`config.mk`:
```
export PLATFORM = sky130hd
export DESIGN_NAME = pixel_streamer_flat
export DESIGN_NICKNAME = d
export VERILOG_FILES = /design/src/rtl/pixel_streamer_if.sv /design/src/rtl/pixel_streamer.sv /design/src/flat_wrapper.sv
export SDC_FILE = /design/constraint.sdc
export NUM_CORES = 1
export LEC_CHECK = 0
export CORE_MARGIN = 3
export CORE_UTILIZATION = 25
export DETAILED_ROUTE_END_ITERATION = 6
export HOLD_SLACK_MARGIN = 0.05
export PLACE_DENSITY = 0.45
export SETUP_SLACK_MARGIN = 0.2
export SLEW_MARGIN = 20
export SYNTH_ARGS = -nofsm -noshare
export SYNTH_HDL_FRONTEND = slang
export SYNTH_SLANG_ARGS = --single-unit
```
`constraint.sdc`:
```
create_clock -name clock -period 4.4 [get_ports clock]
set_clock_uncertainty 0.05 [all_clocks]
set_input_delay 0.88 -clock clock [delete_from_list [all_inputs] [get_ports clock]]
set_output_delay 0.88 -clock clock [all_outputs]
set_load 0.05 [all_outputs]
```
`src/rtl/pixel_streamer_if.sv`:
```
// Pixel stream bus from pixel_streamer to the video output.
//   st_data  : RGB565 pixel
//   st_valid : st_data/st_sop/st_eop are valid
//   st_ready : sink accepts the pixel when high together with st_valid
//   st_sop   : first pixel of a frame
//   st_eop   : last pixel of a frame
interface pixel_streamer_if;
  logic [15:0] st_data;
  logic        st_valid;
  logic        st_ready;
  logic        st_sop;
  logic        st_eop;

  modport master (output st_data, output st_valid, output st_sop, output st_eop, input st_ready);
  modport slave  (input st_data, input st_valid, input st_sop, input st_eop, output st_ready);
endinterface

```
`src/rtl/pixel_streamer.sv`:
```
// pixel_streamer: turns the pixel iterator's sequence into reads of the
// per-solver iteration-count memories, colour-maps each returned count to
// RGB565 and emits a valid/ready pixel stream with start/end-of-frame flags.
// The iterator is throttled through iter_en using credits that cover both
// the output FIFO and the reads still travelling through the memory.
//
// Ports:
//   clock, reset  : system clock, asynchronous active-high reset
//   iter_en       : enable to iterator (a sample is taken when high)
//   solver_id     : solver selecting which memory's count is used
//   solver_addr   : read address for the pixel
//   start_stream  : first pixel of frame
//   end_stream    : last pixel of frame (always taken)
//   max_iter      : counts >= max_iter are in-set (black)
//   mem_rd_en     : read strobe to all solver memories
//   mem_rd_addr   : read address to all solver memories
//   mem_rd_data   : read data of all solvers, solver 0 in the LSBs
//   st            : output pixel stream (master side)
module pixel_streamer #(
  parameter int NUM_SOLVERS = 1,
  parameter int ITER_WIDTH  = 16,
  parameter int MEM_LATENCY = 2,
  parameter int FIFO_DEPTH  = 8
) (
  input  logic                              clock,
  input  logic                              reset,
  output logic                              iter_en,
  input  logic [5:0]                        solver_id,
  input  logic [18:0]                       solver_addr,
  input  logic                              start_stream,
  input  logic                              end_stream,
  input  logic [ITER_WIDTH-1:0]             max_iter,
  output logic                              mem_rd_en,
  output logic [18:0]                       mem_rd_addr,
  input  logic [NUM_SOLVERS*ITER_WIDTH-1:0] mem_rd_data,
  pixel_streamer_if.master                  st
);

  localparam int CW = $clog2(FIFO_DEPTH + 1);
  localparam int AW = $clog2(FIFO_DEPTH);
  localparam logic [CW-1:0] DEPTH_C = CW'(FIFO_DEPTH);

  typedef struct packed {
    logic [5:0] id;
    logic       sop;
    logic       eop;
  } side_t;

  typedef struct packed {
    logic [15:0] data;
    logic        sop;
    logic        eop;
  } pix_t;

  function automatic logic [15:0] colour_map(input logic [ITER_WIDTH-1:0] c,
                                             input logic [ITER_WIDTH-1:0] lim);
    if (c >= lim) return 16'h0000;
    return {c[4:0], c[9:4], c[14:10]};
  endfunction

  logic [MEM_LATENCY-1:0] vld_q, vld_d;
  side_t                  side_q [MEM_LATENCY];
  side_t                  side_d [MEM_LATENCY];
  pix_t                   fifo_q [FIFO_DEPTH];
  logic [AW-1:0]          wr_ptr_q, wr_ptr_d, rd_ptr_q, rd_ptr_d;
  logic [CW-1:0]          count_q, count_d;
  logic [CW-1:0]          inflight, free;
  logic                   take, push, pop, not_empty;
  logic [ITER_WIDTH-1:0]  ret_cnt;
  pix_t                   push_pix, head;

  // Credits: every taken sample owns a slot from the cycle after its take
  // until the cycle after it is popped.
  always_comb begin
    inflight = '0;
    for (int i = 0; i < MEM_LATENCY; i++) inflight = inflight + CW'(vld_q[i]);
    free = DEPTH_C - count_q - inflight;
  end

  // Ordinary takes keep one slot in reserve for the end-of-frame take, which
  // the iterator performs whether enabled or not. Reset gates the enable
  // because the cleared state would otherwise advertise full credit.
  assign iter_en     = ~reset & (end_stream ? (free >= CW'(1)) : (free >= CW'(2)));
  assign take        = iter_en | (end_stream & ~reset);
  assign mem_rd_en   = take;
  assign mem_rd_addr = reset ? '0 : solver_addr;

  // Issue stage: sideband follows the read through the memory latency
  always_comb begin
    vld_d[0]  = take;
    side_d[0] = '{id: solver_id, sop: start_stream, eop: end_stream};
    for (int i = 1; i < MEM_LATENCY; i++) begin
      vld_d[i]  = vld_q[i-1];
      side_d[i] = side_q[i-1];
    end
  end

  // Return stage: select this pixel's solver slice and colour-map it
  always_comb begin
    ret_cnt = '0;
    for (int s = 0; s < NUM_SOLVERS; s++) begin
      if (side_q[MEM_LATENCY-1].id == 6'(s)) ret_cnt = mem_rd_data[s*ITER_WIDTH +: ITER_WIDTH];
    end
  end

  assign push     = vld_q[MEM_LATENCY-1];
  assign push_pix = '{data: colour_map(ret_cnt, max_iter),
                      sop:  side_q[MEM_LATENCY-1].sop,
                      eop:  side_q[MEM_LATENCY-1].eop};

  // Output FIFO stage: credits guarantee a push never meets a full FIFO
  assign not_empty = (count_q != '0);
  assign pop       = not_empty & st.st_ready;
  assign head      = fifo_q[rd_ptr_q];

  always_comb begin
    wr_ptr_d = push ? wr_ptr_q + AW'(1) : wr_ptr_q;
    rd_ptr_d = pop  ? rd_ptr_q + AW'(1) : rd_ptr_q;
    case ({push, pop})
      2'b10:   count_d = count_q + CW'(1);
      2'b01:   count_d = count_q - CW'(1);
      default: count_d = count_q;
    endcase
  end

  // Outputs are forced low while empty so stale storage never shows.
  assign st.st_valid = not_empty;
  assign st.st_data  = not_empty ? head.data : 16'h0000;
  assign st.st_sop   = not_empty & head.sop;
  assign st.st_eop   = not_empty & head.eop;

  always_ff @(posedge clock or posedge reset) begin
    if (reset) begin
      vld_q    <= '0;
      wr_ptr_q <= '0;
      rd_ptr_q <= '0;
      count_q  <= '0;
    end else begin
      vld_q    <= vld_d;
      wr_ptr_q <= wr_ptr_d;
      rd_ptr_q <= rd_ptr_d;
      count_q  <= count_d;
    end
  end

  // Payload storage carries no reset; its validity is tracked by vld_q/count_q.
  always_ff @(posedge clock) begin
    side_q <= side_d;
    if (push) fifo_q[wr_ptr_q] <= push_pix;
  end

endmodule

```
`src/flat_wrapper.sv`:
```
// flat-port wrapper written by rule: the top's interface ports become plain ports
module pixel_streamer_flat 
#(
  parameter int NUM_SOLVERS = 1,
  parameter int ITER_WIDTH  = 16,
  parameter int MEM_LATENCY = 2,
  parameter int FIFO_DEPTH  = 8
)
  (clock, reset, iter_en, solver_id, solver_addr, start_stream, end_stream, max_iter, mem_rd_en, mem_rd_addr, mem_rd_data, st_st_data, st_st_valid, st_st_sop, st_st_eop, st_st_ready);
  pixel_streamer_if st_i ();
  input  logic clock;
  input  logic reset;
  output logic iter_en;
  input  logic [5:0] solver_id;
  input  logic [18:0] solver_addr;
  input  logic start_stream;
  input  logic end_stream;
  input  logic [ITER_WIDTH-1:0] max_iter;
  output logic mem_rd_en;
  output logic [18:0] mem_rd_addr;
  input  logic [NUM_SOLVERS*ITER_WIDTH-1:0] mem_rd_data;
  output wire logic [$bits(st_i.st_data)-1:0] st_st_data;
  output wire logic [$bits(st_i.st_valid)-1:0] st_st_valid;
  output wire logic [$bits(st_i.st_sop)-1:0] st_st_sop;
  output wire logic [$bits(st_i.st_eop)-1:0] st_st_eop;
  input wire logic [$bits(st_i.st_ready)-1:0] st_st_ready;
  assign st_st_data = st_i.st_data;
  assign st_st_valid = st_i.st_valid;
  assign st_st_sop = st_i.st_sop;
  assign st_st_eop = st_i.st_eop;
  assign st_i.st_ready = st_st_ready;
  pixel_streamer #(.NUM_SOLVERS(NUM_SOLVERS), .ITER_WIDTH(ITER_WIDTH), .MEM_LATENCY(MEM_LATENCY), .FIFO_DEPTH(FIFO_DEPTH)) u_core (.clock(clock), .reset(reset), .iter_en(iter_en), .solver_id(solver_id), .solver_addr(solver_addr), .start_stream(start_stream), .end_stream(end_stream), .max_iter(max_iter), .mem_rd_en(mem_rd_en), .mem_rd_addr(mem_rd_addr), .mem_rd_data(mem_rd_data), .st(st_i));
endmodule
```
==> reports/qor.txt <==
setup repair bufs after CTS -> 0
Sequential Power Share -> 0.356
Hold Path Class -> reg2reg
vias per std cell -> 4.18
grt ovf -> 0
vias post-DR -> 3941
number of standard cells after synthesis -> 425
placed cell areas -> 8730 µm²
non-filler instance count after layout -> 943
overall global routing resource usage -> 0.108
number of nets in the synthesized netlist -> 515
CORE AREA -> 27900 µm²
number of fill cells -> 2747
detailed-router iteration count before antenna repair -> 4
Routed WL per cell -> 16.6 µm
H-tree levels -> 4
adder and majority gate portion of the synthesized area -> 0.0514
setup repair after global routing missed its margin -> false
height of the chip -> 175 µm
Ys Warns -> 0
Compound-Gate Fraction of Synth Area -> 0.0185
overall power consumption -> 0.00585 W
total count of hold-check failures in the final report -> 0
proportion of layout cells with a drive suffix above 1 -> 0.209
pin count of the biggest net entering global routing -> 37
clock group share of total power -> 0.252
clock-pin transition on the worst setup and hold timing paths -> 0.06 ns
Final Net Count -> 642
wire length of the first global-routing pass -> 24.8 mm
routed wire length -> 15.6 mm
number of setup violations in the final report -> 0
Power Dens Cells -> 626 nW/µm²
Setup crit end kind -> output pin
Switching Fraction -> 0.354
IR Drop Worst-Case VDD -> 0.272 mV
multi-input logic area -> 2240 µm²
number of global-route vias before repair -> 4285
sequential standard cell area -> 4710 µm²
Worst Hold Path Cells -> 0
die area -> 30500 µm²
combined area of all synthesized cells -> 7110 µm²
path type of the worst setup path -> reg2out
CP arrival -> 3.00 ns
post-layout utilization of the core -> 0.335
M3 GR Usage -> 0.0250
sw power -> 0.00207 W
Max-Slew Margin vs Limit -> 0.355
most used cells in the layout excluding fill and tap cells -> edfxtp_1, clkdlybuf4s50_1, mux4_2
Slew Viols, Final -> 0
Post-Syn Area per Cell -> 16.7 µm²
portion of total power attributed to combinational logic -> 0.391
top fanout value on the critical path -> 7
met1 Usage GRT -> 0.137
outcome -> completed
leakage dissipation -> 3.44 nW
Max Cap Violations -> 0
critical path data required time -> 3.47 ns
Layout Cell Area excl Fill -> 9350 µm²
met2 capacity usage during global routing -> 0.182
Post-route DRC -> 0
remaining antenna violation count -> 0
Tightest Pin Transition -> 0.964 ns
most heavily used metal layer in global routing -> met2
mux share of post-synthesis cell area -> 0.136
sequential share of the synthesized area -> 0.662
post-route setup TNS -> 0 ns
placement row count -> 61
synthesized-area fraction occupied by xor and xnor cells -> 0.00862
Final Cycle Share -> 0.893
simple logic cell fraction of the synthesized area -> 0.0942
Top Ports -> 102
# placed instances -> 911
CTS buffer count -> 17
count of different cell masters after synthesis -> 42
CTS tree -> yes
clock network latency to the later pin of the worst-skew pair -> 0.41 ns
number of cells on the worst reg-to-reg path -> 11
width of the chip -> 175 µm
# clock sinks -> 164
port buffer count -> 101
antenna violations before repair -> 0
detailed router's first-iteration violation count -> 180
launching element type of the critical path -> register
# diodes -> 0
initial standard-cell utilization of the core -> 0.255
register bit total from synthesis -> 164
final critical-path required period -> 3.93 ns
half-perimeter wire length of the detailed placement result -> 10.8 mm
most common cell after layout, fill and taps aside -> edfxtp_1
clock root buffer -> clkbuf_16
signed area change from the synthesized netlist to the final layout -> 31.5%
combinational family with the most area after synthesis -> multiplexers
upper clock frequency limit -> 255 MHz
Final Wtd Congestion -> 0.688
internal power -> 0.00378 W
maximum root-to-sink buffer count -> 2
## area by class of cell
class                      instances  share of cell area
clock buffer                      19              0.0463
clock inverter                    13              0.0175
inverter                          30              0.0120
multi-input combinational        212               0.240
sequential                       164               0.503
tap                              378              0.0506
timing repair buffer             127               0.130
## sequential cells by signal, summed over array words and instances (netlist names)
name             cells
u_core.vld_q         2
u_core.side_q        6
u_core.rd_ptr_q      3
u_core.push_pix      2
u_core.wr_ptr_q      3
u_core.fifo_q      136
u_core.count_q       4
u_core.side_d        8
## routing by layer
layer	up-vias	share of wire
li1	1871	-
met2	72	0.51
met5	-	0
met1	1988	0.45
met3	10	0.029
met4	0	0.0098
## power by group through the flow
stage	registers (W)	clock network, W	logic [W]
2_1_floorplan	0.00202	0	0.00162
3_3_place_gp	0.00212	0	0.00234
3_5_place_dp	0.00212	0	0.00235
4_1_cts	0.00209	0.00152	0.00235
5_1_grt	0.00212	0.00159	0.00247
6_report	0.00208	0.00148	0.00229
## logic make-up after synthesis
family          Yosys count
compound gates           19
simple gates            104
mux                      54
fa+ha+maj                28
flops                   164
xor+xnor                  7
buf+inv                  49
## cell usage after synthesis (all sizes together)
library cell  count  share of area
a2111oi           1         0.0012
a21o              1         0.0011
a21oi             8         0.0056
a31o              1         0.0012
and2             15          0.016
buf               8         0.0077
clkbuf           11         0.0058
dfrtp            12          0.042
dfxtp            16          0.045
edfxtp          136           0.57
fa                2         0.0056
ha               26          0.046
inv              30          0.016
mux2              2         0.0032
mux2i            18          0.025
mux4             34           0.11
nand2             8         0.0042
nand2b            5         0.0044
nand3             3         0.0021
nand3b            1         0.0011
nand4             4         0.0035
nor2             26          0.014
nor2b            20          0.018
nor3              4         0.0044
nor3b             1         0.0018
nor4              1        0.00088
nor4b            14          0.022
o211ai            1         0.0011
o21a              2         0.0021
o21ai             2         0.0014
o311ai            1         0.0012
o31a              1         0.0012
o32ai             1         0.0023
or3               1        0.00088
or4               1         0.0016
xnor2             3         0.0037
xor2              4         0.0049
## final timing paths
kind | from | slack (ns) | endpoint
hold reg to reg | u_core.side_d[4] | 0.27 | u_core.side_q[4]
setup / recovery | u_core.vld_q[1] | 0.47 | mem_rd_en
hold / removal | u_core.side_d[4] | 0.27 | u_core.side_q[4]
setup reg to reg | u_core.side_q[5] | 0.77 | u_core.fifo_q[3][7]
min in group asynchronous | reset | 1.31 | u_core.vld_q[1]
max in group asynchronous | reset | 2.60 | u_core.rd_ptr_q[0]
## what timing repair did
action	4_1_cts	5_1_grt
resized for setup	2	0
endpoints found under the setup margin	2	0
hold buffers	0	0
## critical path: stages, from the launching register on
cell	delay [ns]
dfrtp_1	0.47
ha_1	0.22
ha_1	0.27
inv_1	0.04
ha_1	0.20
fa_1	0.38
xor2_1	0.17
nor3_1	0.08
a21oi_1	0.18
dlygate4sd2_1	0.58
## stage by stage
stage               worst slack, ns  hold WS [ns]
global placement              0.470         0.260
CTS                           0.414         0.276
floorplan                     0.962         0.260
global route                  0.254         0.279
finish                        0.472         0.274
detailed placement            0.299         0.262
(Power assumes the default switching activity.)
